### src/rtl/id_ex_stage_reg_if.sv
// ID/EX stage bundle: decode-side fields, flush/hold controls,
// upstream stall request and the registered EX-side fields.
interface id_ex_stage_reg_if #(
    parameter int XLEN = 64,
    parameter int RIDX = 5
);
    logic            id_valid;
    logic            id_branch;
    logic            id_mem_read;
    logic            id_mem_to_reg;
    logic            id_mem_write;
    logic            id_alu_src;
    logic            id_reg_write;
    logic [1:0]      id_alu_op;
    logic [3:0]      id_funct;
    logic [XLEN-1:0] id_pc;
    logic [XLEN-1:0] id_rs1_data;
    logic [XLEN-1:0] id_rs2_data;
    logic [XLEN-1:0] id_imm;
    logic [RIDX-1:0] id_rs1;
    logic [RIDX-1:0] id_rs2;
    logic [RIDX-1:0] id_rd;

    logic            flush;
    logic            hold;
    logic            stall;

    logic            ex_valid;
    logic            ex_branch;
    logic            ex_mem_read;
    logic            ex_mem_to_reg;
    logic            ex_mem_write;
    logic            ex_alu_src;
    logic            ex_reg_write;
    logic [1:0]      ex_alu_op;
    logic [3:0]      ex_funct;
    logic [XLEN-1:0] ex_pc;
    logic [XLEN-1:0] ex_rs1_data;
    logic [XLEN-1:0] ex_rs2_data;
    logic [XLEN-1:0] ex_imm;
    logic [RIDX-1:0] ex_rs1;
    logic [RIDX-1:0] ex_rs2;
    logic [RIDX-1:0] ex_rd;

    modport master (
        output id_valid, id_branch, id_mem_read, id_mem_to_reg,
        output id_mem_write, id_alu_src, id_reg_write,
        output id_alu_op, id_funct,
        output id_pc, id_rs1_data, id_rs2_data, id_imm,
        output id_rs1, id_rs2, id_rd,
        output flush, hold,
        input  stall,
        input  ex_valid, ex_branch, ex_mem_read, ex_mem_to_reg,
        input  ex_mem_write, ex_alu_src, ex_reg_write,
        input  ex_alu_op, ex_funct,
        input  ex_pc, ex_rs1_data, ex_rs2_data, ex_imm,
        input  ex_rs1, ex_rs2, ex_rd
    );

    modport slave (
        input  id_valid, id_branch, id_mem_read, id_mem_to_reg,
        input  id_mem_write, id_alu_src, id_reg_write,
        input  id_alu_op, id_funct,
        input  id_pc, id_rs1_data, id_rs2_data, id_imm,
        input  id_rs1, id_rs2, id_rd,
        input  flush, hold,
        output stall,
        output ex_valid, ex_branch, ex_mem_read, ex_mem_to_reg,
        output ex_mem_write, ex_alu_src, ex_reg_write,
        output ex_alu_op, ex_funct,
        output ex_pc, ex_rs1_data, ex_rs2_data, ex_imm,
        output ex_rs1, ex_rs2, ex_rd
    );
endinterface

### src/rtl/id_ex_stage_reg.sv
// ID/EX pipeline register with load-use bubble insertion and flush.
// Define PERF_CNT_EN to add saturating stall/flush event counters.
module id_ex_stage_reg #(
    parameter int XLEN = 64,
    parameter int RIDX = 5
) (
    input  logic        clk,
    input  logic        rst_n,
    id_ex_stage_reg_if.slave bus
`ifdef PERF_CNT_EN
    ,
    output logic [31:0] perf_stall_cnt,
    output logic [31:0] perf_flush_cnt
`endif
);

    typedef struct packed {
        logic            valid;
        logic            branch;
        logic            mem_read;
        logic            mem_to_reg;
        logic            mem_write;
        logic            alu_src;
        logic            reg_write;
        logic [1:0]      alu_op;
        logic [3:0]      funct;
        logic [XLEN-1:0] pc;
        logic [XLEN-1:0] rs1_data;
        logic [XLEN-1:0] rs2_data;
        logic [XLEN-1:0] imm;
        logic [RIDX-1:0] rs1;
        logic [RIDX-1:0] rs2;
        logic [RIDX-1:0] rd;
    } id_ex_t;

    id_ex_t id_in;
    id_ex_t ex_q;
    id_ex_t ex_d;

    logic ex_load;
    logic uses_rs2;
    logic rs1_hit;
    logic rs2_hit;
    logic hazard;

    always_comb begin
        id_in            = '0;
        id_in.valid      = bus.id_valid;
        id_in.branch     = bus.id_branch;
        id_in.mem_read   = bus.id_mem_read;
        id_in.mem_to_reg = bus.id_mem_to_reg;
        id_in.mem_write  = bus.id_mem_write;
        id_in.alu_src    = bus.id_alu_src;
        id_in.reg_write  = bus.id_reg_write;
        id_in.alu_op     = bus.id_alu_op;
        id_in.funct      = bus.id_funct;
        id_in.pc         = bus.id_pc;
        id_in.rs1_data   = bus.id_rs1_data;
        id_in.rs2_data   = bus.id_rs2_data;
        id_in.imm        = bus.id_imm;
        id_in.rs1        = bus.id_rs1;
        id_in.rs2        = bus.id_rs2;
        id_in.rd         = bus.id_rd;
    end

    // reg_write keeps the decoder's unknown-opcode default out of hazards
    assign ex_load  = ex_q.valid & ex_q.mem_read & ex_q.reg_write;
    assign uses_rs2 = ~bus.id_alu_src | bus.id_mem_write;
    assign rs1_hit  = (ex_q.rd == bus.id_rs1);
    assign rs2_hit  = uses_rs2 & (ex_q.rd == bus.id_rs2);

    assign hazard = bus.id_valid & ex_load & (|ex_q.rd)
                  & (rs1_hit | rs2_hit);

    assign bus.stall = rst_n & ~bus.flush & (bus.hold | hazard);

    always_comb begin
        ex_d = ex_q;
        priority case (1'b1)
            bus.flush: ex_d = '0;
            bus.hold:  ex_d = ex_q;
            hazard:    ex_d = '0;
            default:   ex_d = bus.id_valid ? id_in : '0;
        endcase
    end

    always_ff @(posedge clk) begin
        if (!rst_n) begin
            ex_q <= '0;
        end else begin
            ex_q <= ex_d;
        end
    end

    assign bus.ex_valid      = ex_q.valid;
    assign bus.ex_branch     = ex_q.branch;
    assign bus.ex_mem_read   = ex_q.mem_read;
    assign bus.ex_mem_to_reg = ex_q.mem_to_reg;
    assign bus.ex_mem_write  = ex_q.mem_write;
    assign bus.ex_alu_src    = ex_q.alu_src;
    assign bus.ex_reg_write  = ex_q.reg_write;
    assign bus.ex_alu_op     = ex_q.alu_op;
    assign bus.ex_funct      = ex_q.funct;
    assign bus.ex_pc         = ex_q.pc;
    assign bus.ex_rs1_data   = ex_q.rs1_data;
    assign bus.ex_rs2_data   = ex_q.rs2_data;
    assign bus.ex_imm        = ex_q.imm;
    assign bus.ex_rs1        = ex_q.rs1;
    assign bus.ex_rs2        = ex_q.rs2;
    assign bus.ex_rd         = ex_q.rd;

`ifdef PERF_CNT_EN
    logic stall_evt;

    assign stall_evt = hazard & ~bus.flush & ~bus.hold;

    always_ff @(posedge clk) begin
        if (!rst_n) begin
            perf_stall_cnt <= '0;
            perf_flush_cnt <= '0;
        end else begin
            if (stall_evt && !(&perf_stall_cnt))
                perf_stall_cnt <= perf_stall_cnt + 32'd1;
            if (bus.flush && !(&perf_flush_cnt))
                perf_flush_cnt <= perf_flush_cnt + 32'd1;
        end
    end
`endif

endmodule

### src/flat_wrapper.sv
// flat-port wrapper written by rule: the top's interface ports become plain ports
module id_ex_stage_reg_flat 
#(
    parameter int XLEN = 64,
    parameter int RIDX = 5
)
  (clk, rst_n, bus_id_valid, bus_id_branch, bus_id_mem_read, bus_id_mem_to_reg, bus_id_mem_write, bus_id_alu_src, bus_id_reg_write, bus_id_alu_op, bus_id_funct, bus_id_pc, bus_id_rs1_data, bus_id_rs2_data, bus_id_imm, bus_id_rs1, bus_id_rs2, bus_id_rd, bus_flush, bus_hold, bus_stall, bus_ex_valid, bus_ex_branch, bus_ex_mem_read, bus_ex_mem_to_reg, bus_ex_mem_write, bus_ex_alu_src, bus_ex_reg_write, bus_ex_alu_op, bus_ex_funct, bus_ex_pc, bus_ex_rs1_data, bus_ex_rs2_data, bus_ex_imm, bus_ex_rs1, bus_ex_rs2, bus_ex_rd);
  id_ex_stage_reg_if #(.XLEN(XLEN), .RIDX(RIDX)) bus_i ();
  input  logic clk;
  input  logic rst_n;
  input wire logic [$bits(bus_i.id_valid)-1:0] bus_id_valid;
  input wire logic [$bits(bus_i.id_branch)-1:0] bus_id_branch;
  input wire logic [$bits(bus_i.id_mem_read)-1:0] bus_id_mem_read;
  input wire logic [$bits(bus_i.id_mem_to_reg)-1:0] bus_id_mem_to_reg;
  input wire logic [$bits(bus_i.id_mem_write)-1:0] bus_id_mem_write;
  input wire logic [$bits(bus_i.id_alu_src)-1:0] bus_id_alu_src;
  input wire logic [$bits(bus_i.id_reg_write)-1:0] bus_id_reg_write;
  input wire logic [$bits(bus_i.id_alu_op)-1:0] bus_id_alu_op;
  input wire logic [$bits(bus_i.id_funct)-1:0] bus_id_funct;
  input wire logic [$bits(bus_i.id_pc)-1:0] bus_id_pc;
  input wire logic [$bits(bus_i.id_rs1_data)-1:0] bus_id_rs1_data;
  input wire logic [$bits(bus_i.id_rs2_data)-1:0] bus_id_rs2_data;
  input wire logic [$bits(bus_i.id_imm)-1:0] bus_id_imm;
  input wire logic [$bits(bus_i.id_rs1)-1:0] bus_id_rs1;
  input wire logic [$bits(bus_i.id_rs2)-1:0] bus_id_rs2;
  input wire logic [$bits(bus_i.id_rd)-1:0] bus_id_rd;
  input wire logic [$bits(bus_i.flush)-1:0] bus_flush;
  input wire logic [$bits(bus_i.hold)-1:0] bus_hold;
  output wire logic [$bits(bus_i.stall)-1:0] bus_stall;
  output wire logic [$bits(bus_i.ex_valid)-1:0] bus_ex_valid;
  output wire logic [$bits(bus_i.ex_branch)-1:0] bus_ex_branch;
  output wire logic [$bits(bus_i.ex_mem_read)-1:0] bus_ex_mem_read;
  output wire logic [$bits(bus_i.ex_mem_to_reg)-1:0] bus_ex_mem_to_reg;
  output wire logic [$bits(bus_i.ex_mem_write)-1:0] bus_ex_mem_write;
  output wire logic [$bits(bus_i.ex_alu_src)-1:0] bus_ex_alu_src;
  output wire logic [$bits(bus_i.ex_reg_write)-1:0] bus_ex_reg_write;
  output wire logic [$bits(bus_i.ex_alu_op)-1:0] bus_ex_alu_op;
  output wire logic [$bits(bus_i.ex_funct)-1:0] bus_ex_funct;
  output wire logic [$bits(bus_i.ex_pc)-1:0] bus_ex_pc;
  output wire logic [$bits(bus_i.ex_rs1_data)-1:0] bus_ex_rs1_data;
  output wire logic [$bits(bus_i.ex_rs2_data)-1:0] bus_ex_rs2_data;
  output wire logic [$bits(bus_i.ex_imm)-1:0] bus_ex_imm;
  output wire logic [$bits(bus_i.ex_rs1)-1:0] bus_ex_rs1;
  output wire logic [$bits(bus_i.ex_rs2)-1:0] bus_ex_rs2;
  output wire logic [$bits(bus_i.ex_rd)-1:0] bus_ex_rd;
  assign bus_i.id_valid = bus_id_valid;
  assign bus_i.id_branch = bus_id_branch;
  assign bus_i.id_mem_read = bus_id_mem_read;
  assign bus_i.id_mem_to_reg = bus_id_mem_to_reg;
  assign bus_i.id_mem_write = bus_id_mem_write;
  assign bus_i.id_alu_src = bus_id_alu_src;
  assign bus_i.id_reg_write = bus_id_reg_write;
  assign bus_i.id_alu_op = bus_id_alu_op;
  assign bus_i.id_funct = bus_id_funct;
  assign bus_i.id_pc = bus_id_pc;
  assign bus_i.id_rs1_data = bus_id_rs1_data;
  assign bus_i.id_rs2_data = bus_id_rs2_data;
  assign bus_i.id_imm = bus_id_imm;
  assign bus_i.id_rs1 = bus_id_rs1;
  assign bus_i.id_rs2 = bus_id_rs2;
  assign bus_i.id_rd = bus_id_rd;
  assign bus_i.flush = bus_flush;
  assign bus_i.hold = bus_hold;
  assign bus_stall = bus_i.stall;
  assign bus_ex_valid = bus_i.ex_valid;
  assign bus_ex_branch = bus_i.ex_branch;
  assign bus_ex_mem_read = bus_i.ex_mem_read;
  assign bus_ex_mem_to_reg = bus_i.ex_mem_to_reg;
  assign bus_ex_mem_write = bus_i.ex_mem_write;
  assign bus_ex_alu_src = bus_i.ex_alu_src;
  assign bus_ex_reg_write = bus_i.ex_reg_write;
  assign bus_ex_alu_op = bus_i.ex_alu_op;
  assign bus_ex_funct = bus_i.ex_funct;
  assign bus_ex_pc = bus_i.ex_pc;
  assign bus_ex_rs1_data = bus_i.ex_rs1_data;
  assign bus_ex_rs2_data = bus_i.ex_rs2_data;
  assign bus_ex_imm = bus_i.ex_imm;
  assign bus_ex_rs1 = bus_i.ex_rs1;
  assign bus_ex_rs2 = bus_i.ex_rs2;
  assign bus_ex_rd = bus_i.ex_rd;
  id_ex_stage_reg #(.XLEN(XLEN), .RIDX(RIDX)) u_core (.clk(clk), .rst_n(rst_n), .bus(bus_i));
endmodule
### config.mk
export PLATFORM = sky130hd
export DESIGN_NAME = id_ex_stage_reg_flat
export DESIGN_NICKNAME = d
export VERILOG_FILES = /design/src/rtl/id_ex_stage_reg_if.sv /design/src/rtl/id_ex_stage_reg.sv /design/src/flat_wrapper.sv
export SDC_FILE = /design/constraint.sdc
export NUM_CORES = 1
export LEC_CHECK = 0
export CORE_AREA = 2 2 220 222
export DETAILED_ROUTE_END_ITERATION = 12
export DIE_AREA = 0 0 222 224
export SETUP_SLACK_MARGIN = 0.2
export SKIP_LAST_GASP = 1
export SYNTH_ARGS = -nofsm -noshare
export SYNTH_HDL_FRONTEND = slang
export SYNTH_SLANG_ARGS = --single-unit
### constraint.sdc
create_clock -name clk -period 2.25 [get_ports clk]
set_input_delay 0.45 -clock clk [delete_from_list [all_inputs] [get_ports clk]]
set_output_delay 0.45 -clock clk [all_outputs]
set_load 0.005 [all_outputs]
==> results.py <==
metrics = {
    "synthesis": {
        "synth_top_cell_by_area": "dfxtp_1",
        "yosysTopAreaCellShare_pct": 42.7,
        "synth_edf_count": 0,
        "synth_warnings": 0,
        "synth_cell_types": 26,
        "ys_ff_latch": 284,
        "synth_nets": 1606,
        "synth_area_um2": 13300,
        "synth_top_flop_cell": "dfxtp_1",
        "ys_top_cells_by_area": "dfxtp_1 (43%), a22o_1 (19%), a21o_1 (16%), nor3b_1 (16%), clkbuf_1 (3.0%)",
        "synth_area_per_cell_um2": 10.1,
        "ys_top_cells_by_count": "a21o_1 (284), a22o_1 (284), dfxtp_1 (284)",
        "ys_seq_area_share_pct": 42.7,
        "synth_async_sr_flop_share_pct": 0,
        "synthCells": 1318,
    },
    "grt": {
        "grt_util_all_layers_pct": 20.0,
        "antenna_found_initial": 3,
        "grt_overflow_total": 0,
        "grt_pass1_vias": 13000,
        "grt_max_degree": 126,
        "grt_pass1_wl_um": 78700,
    },
    "clocking": {
        "cts.sinks": 284,
        "cts_max_level": 2,
        "clockBufferDepth": 3,
        "cts_buffers": 37,
        "cts.reportedPaths.clkPinSlew_ns": 0.06,
        "clk_root_buffer_cell": "clkbuf_16",
        "cts_tree": "yes",
        "insertion_delay_ns": 0.55,
        "holdBufCountCts": 0,
    },
    "cells_and_area": {
        "fin_nets": 2151,
        "instances_no_fill": 2505,
        "postLayoutCoreUtil_pct": 46.0,
        "area_growth_pct": 63.5,
        "design_area_um2": 21800,
        "multiInputGateArea_um2": 6980,
        "nFillCells": 4443,
        "ff_latch_area_um2": 5700,
        "drive_gt1_share_pct": 8.37,
    },
    "worst_hold_path": {
        "min-delay-path-class": "in2reg",
        "holdPathStages": 3,
    },
    "power": {
        "power_density_nw_per_um2": 595,
        "p_leak_nw": 10.2,
        "vdd_drop_max_v": 0.000552,
    },
    "sta": {
        "relSlewSlack_pct": 54.0,
        "post-route-period-util_pct": 110,
        "setup_violations": 32,
        "timing.final.ws_setup_ns": -0.233,
        "worst_pin_slew_ns": 0.690,
        "slew_violations": 0,
        "period_minus_slack_ns": 2.48,
        "finalClockSkew_ns": 0.0160,
        "rsz0062_at_grt": "true",
        "max_freq_mhz": 403,
        "hold_violations": 0,
    },
    "setup_path": {
        "critPathArrivalTime_ns": 2.03,
        "worst-setup-path-type": "in2out",
        "endpoint_kind": "output port",
        "cp.required_ns": 1.80,
        "critical_path_peak_fanout": 2,
        "worst_setup_path_start_kind": "input pin",
        "rr_worst_depth": 7,
    },
    "routing": {
        "antenna_left": 0,
        "vias": 12900,
        "viasPerCell": 5.14,
        "wl_per_cell_um": 21.3,
        "drtPass1Iterations": 4,
        "drc": 0,
        "routed_wl_um": 53200,
        "drtIter0Drc": 862,
    },
    "floorplanning": {
        "core_um2": 47300,
        "io_pins": 573,
        "start_util_pct": 28.1,
        "die_area_um2": 49700,
        "core.rowCount": 80,
        "die_h_um": 224,
        "die_width_um": 222,
    },
    "placement": {
        "placed_cells": 2419,
        "gp_congestion": 0.773,
        "dp_hpwl_um": 34700,
        "post_dp_cell_area_um2": 20000,
        "port_buffers": 572,
    },
    "outcome": {
        "status": "complete, but fails checks",
        "violations": "negative setup slack",
    },
    "job": {
        "cap_violations": 0,
    },
}
-- through the flow --
step	power [W]	hold slack (ns)	setup slack (ns)	setup TNS, ns
final	0.0130	0.389	-0.233	-0.808
after global routing	0.0135	0.378	-0.309	-6.95
after CTS	0.0131	0.348	-0.240	-0.865
after detailed placement	0.00730	0.535	-0.875	-192.67
after global placement	0.00728	0.533	-0.858	-188.32
after floorplan	0.00610	0.548	0.222	0
-- final cells by class --
type	count	share of cell area, %
sequential	284	26.2
timing repair buffer	664	32.7
antenna	3	0.0345
inverter	2	0.0345
clock buffer	57	5.07
multi-input combinational	874	32.1
clock inverter	6	0.288
tap	615	3.54
-- report_power, final --
group | total [W] | switching, W | internal, W
Combinational | 0.00185 | 0.000679 | 0.00117
Clock | 0.00575 | 0.00227 | 0.00348
Sequential | 0.00536 | 0.000120 | 0.00524
-- routing by layer --
| layer | vias up | GRT usage [%] | routed length [um] |
|---|---|---|---|
| li1 | 6120 | - | - |
| met1 | 6244 | 24.0 | 21900 |
| met2 | 429 | 33.0 | 25500 |
| met3 | 85 | 7.08 | 4320 |
| met4 | 0 | 7.28 | 1590 |
| met5 | - | 0 | 0 |
-- path summary, 6_finish.rpt --
kind                                                         from                                 end  slack (ns)
worst max-delay path                                bus_id_rs2[1]                           bus_stall       -0.23
worst min-delay path                                     bus_hold  u_core.bus.ex_imm[63]$_SDFFE_PN0N_        0.39
worst max register to register   u_core.bus.ex_rd[4]$_SDFFE_PN0N_  u_core.bus.ex_imm[10]$_SDFFE_PN0N_        0.02
worst min register to register  u_core.bus.ex_pc[50]$_SDFFE_PN0N_   u_core.bus.ex_pc[50]$_SDFFE_PN0N_        0.55
-- logic make-up (layout without fill, tap and decap cells) --
| group | after synthesis | after routing | share of synthesized area [%] |
|---|---|---|---|
| AND/OR/NAND/NOR | 292 | 292 | 16.4 |
| buffers and inverters | 160 | 729 | 5.29 |
| flip-flops | 284 | 284 | 42.7 |
| other | 0 | 3 | 0 |
| XOR/XNOR | 10 | 10 | 0.658 |
| AO/OA/AOI/OAI | 572 | 572 | 35.0 |
-- worst max-delay path: stages --
cell,delay (ns)
clkdlybuf4s50_1,0.57
xnor2_1,0.15
o21ai_0,0.15
o32a_4,0.26
o41ai_2,0.27
buf_2,0.18
-- placed cells by master, fill, tap and decap left out, drive strengths merged, types with 2 or more instances in the layout --
cell and count:
dfxtp 284, inv 4, o21ai 2, a22o 284
xor2 2, buf 86, clkbuf 64, dlymetal6s2s 2
a21o 284, clkdlybuf4s50 563, xnor2 8, clkinv 3
nor3b 282, diode 3, dlygate4sd2 5
-- repair_timing --
item,CTS,global route
buffers inserted,6,0
gates cloned,7,7
setup endpoints to repair,290,233
pin swaps,3,0
resized for setup,42,11
endpoints found under the hold margin,0,0
No activity file was read; power rests on OpenSTA's default activity.
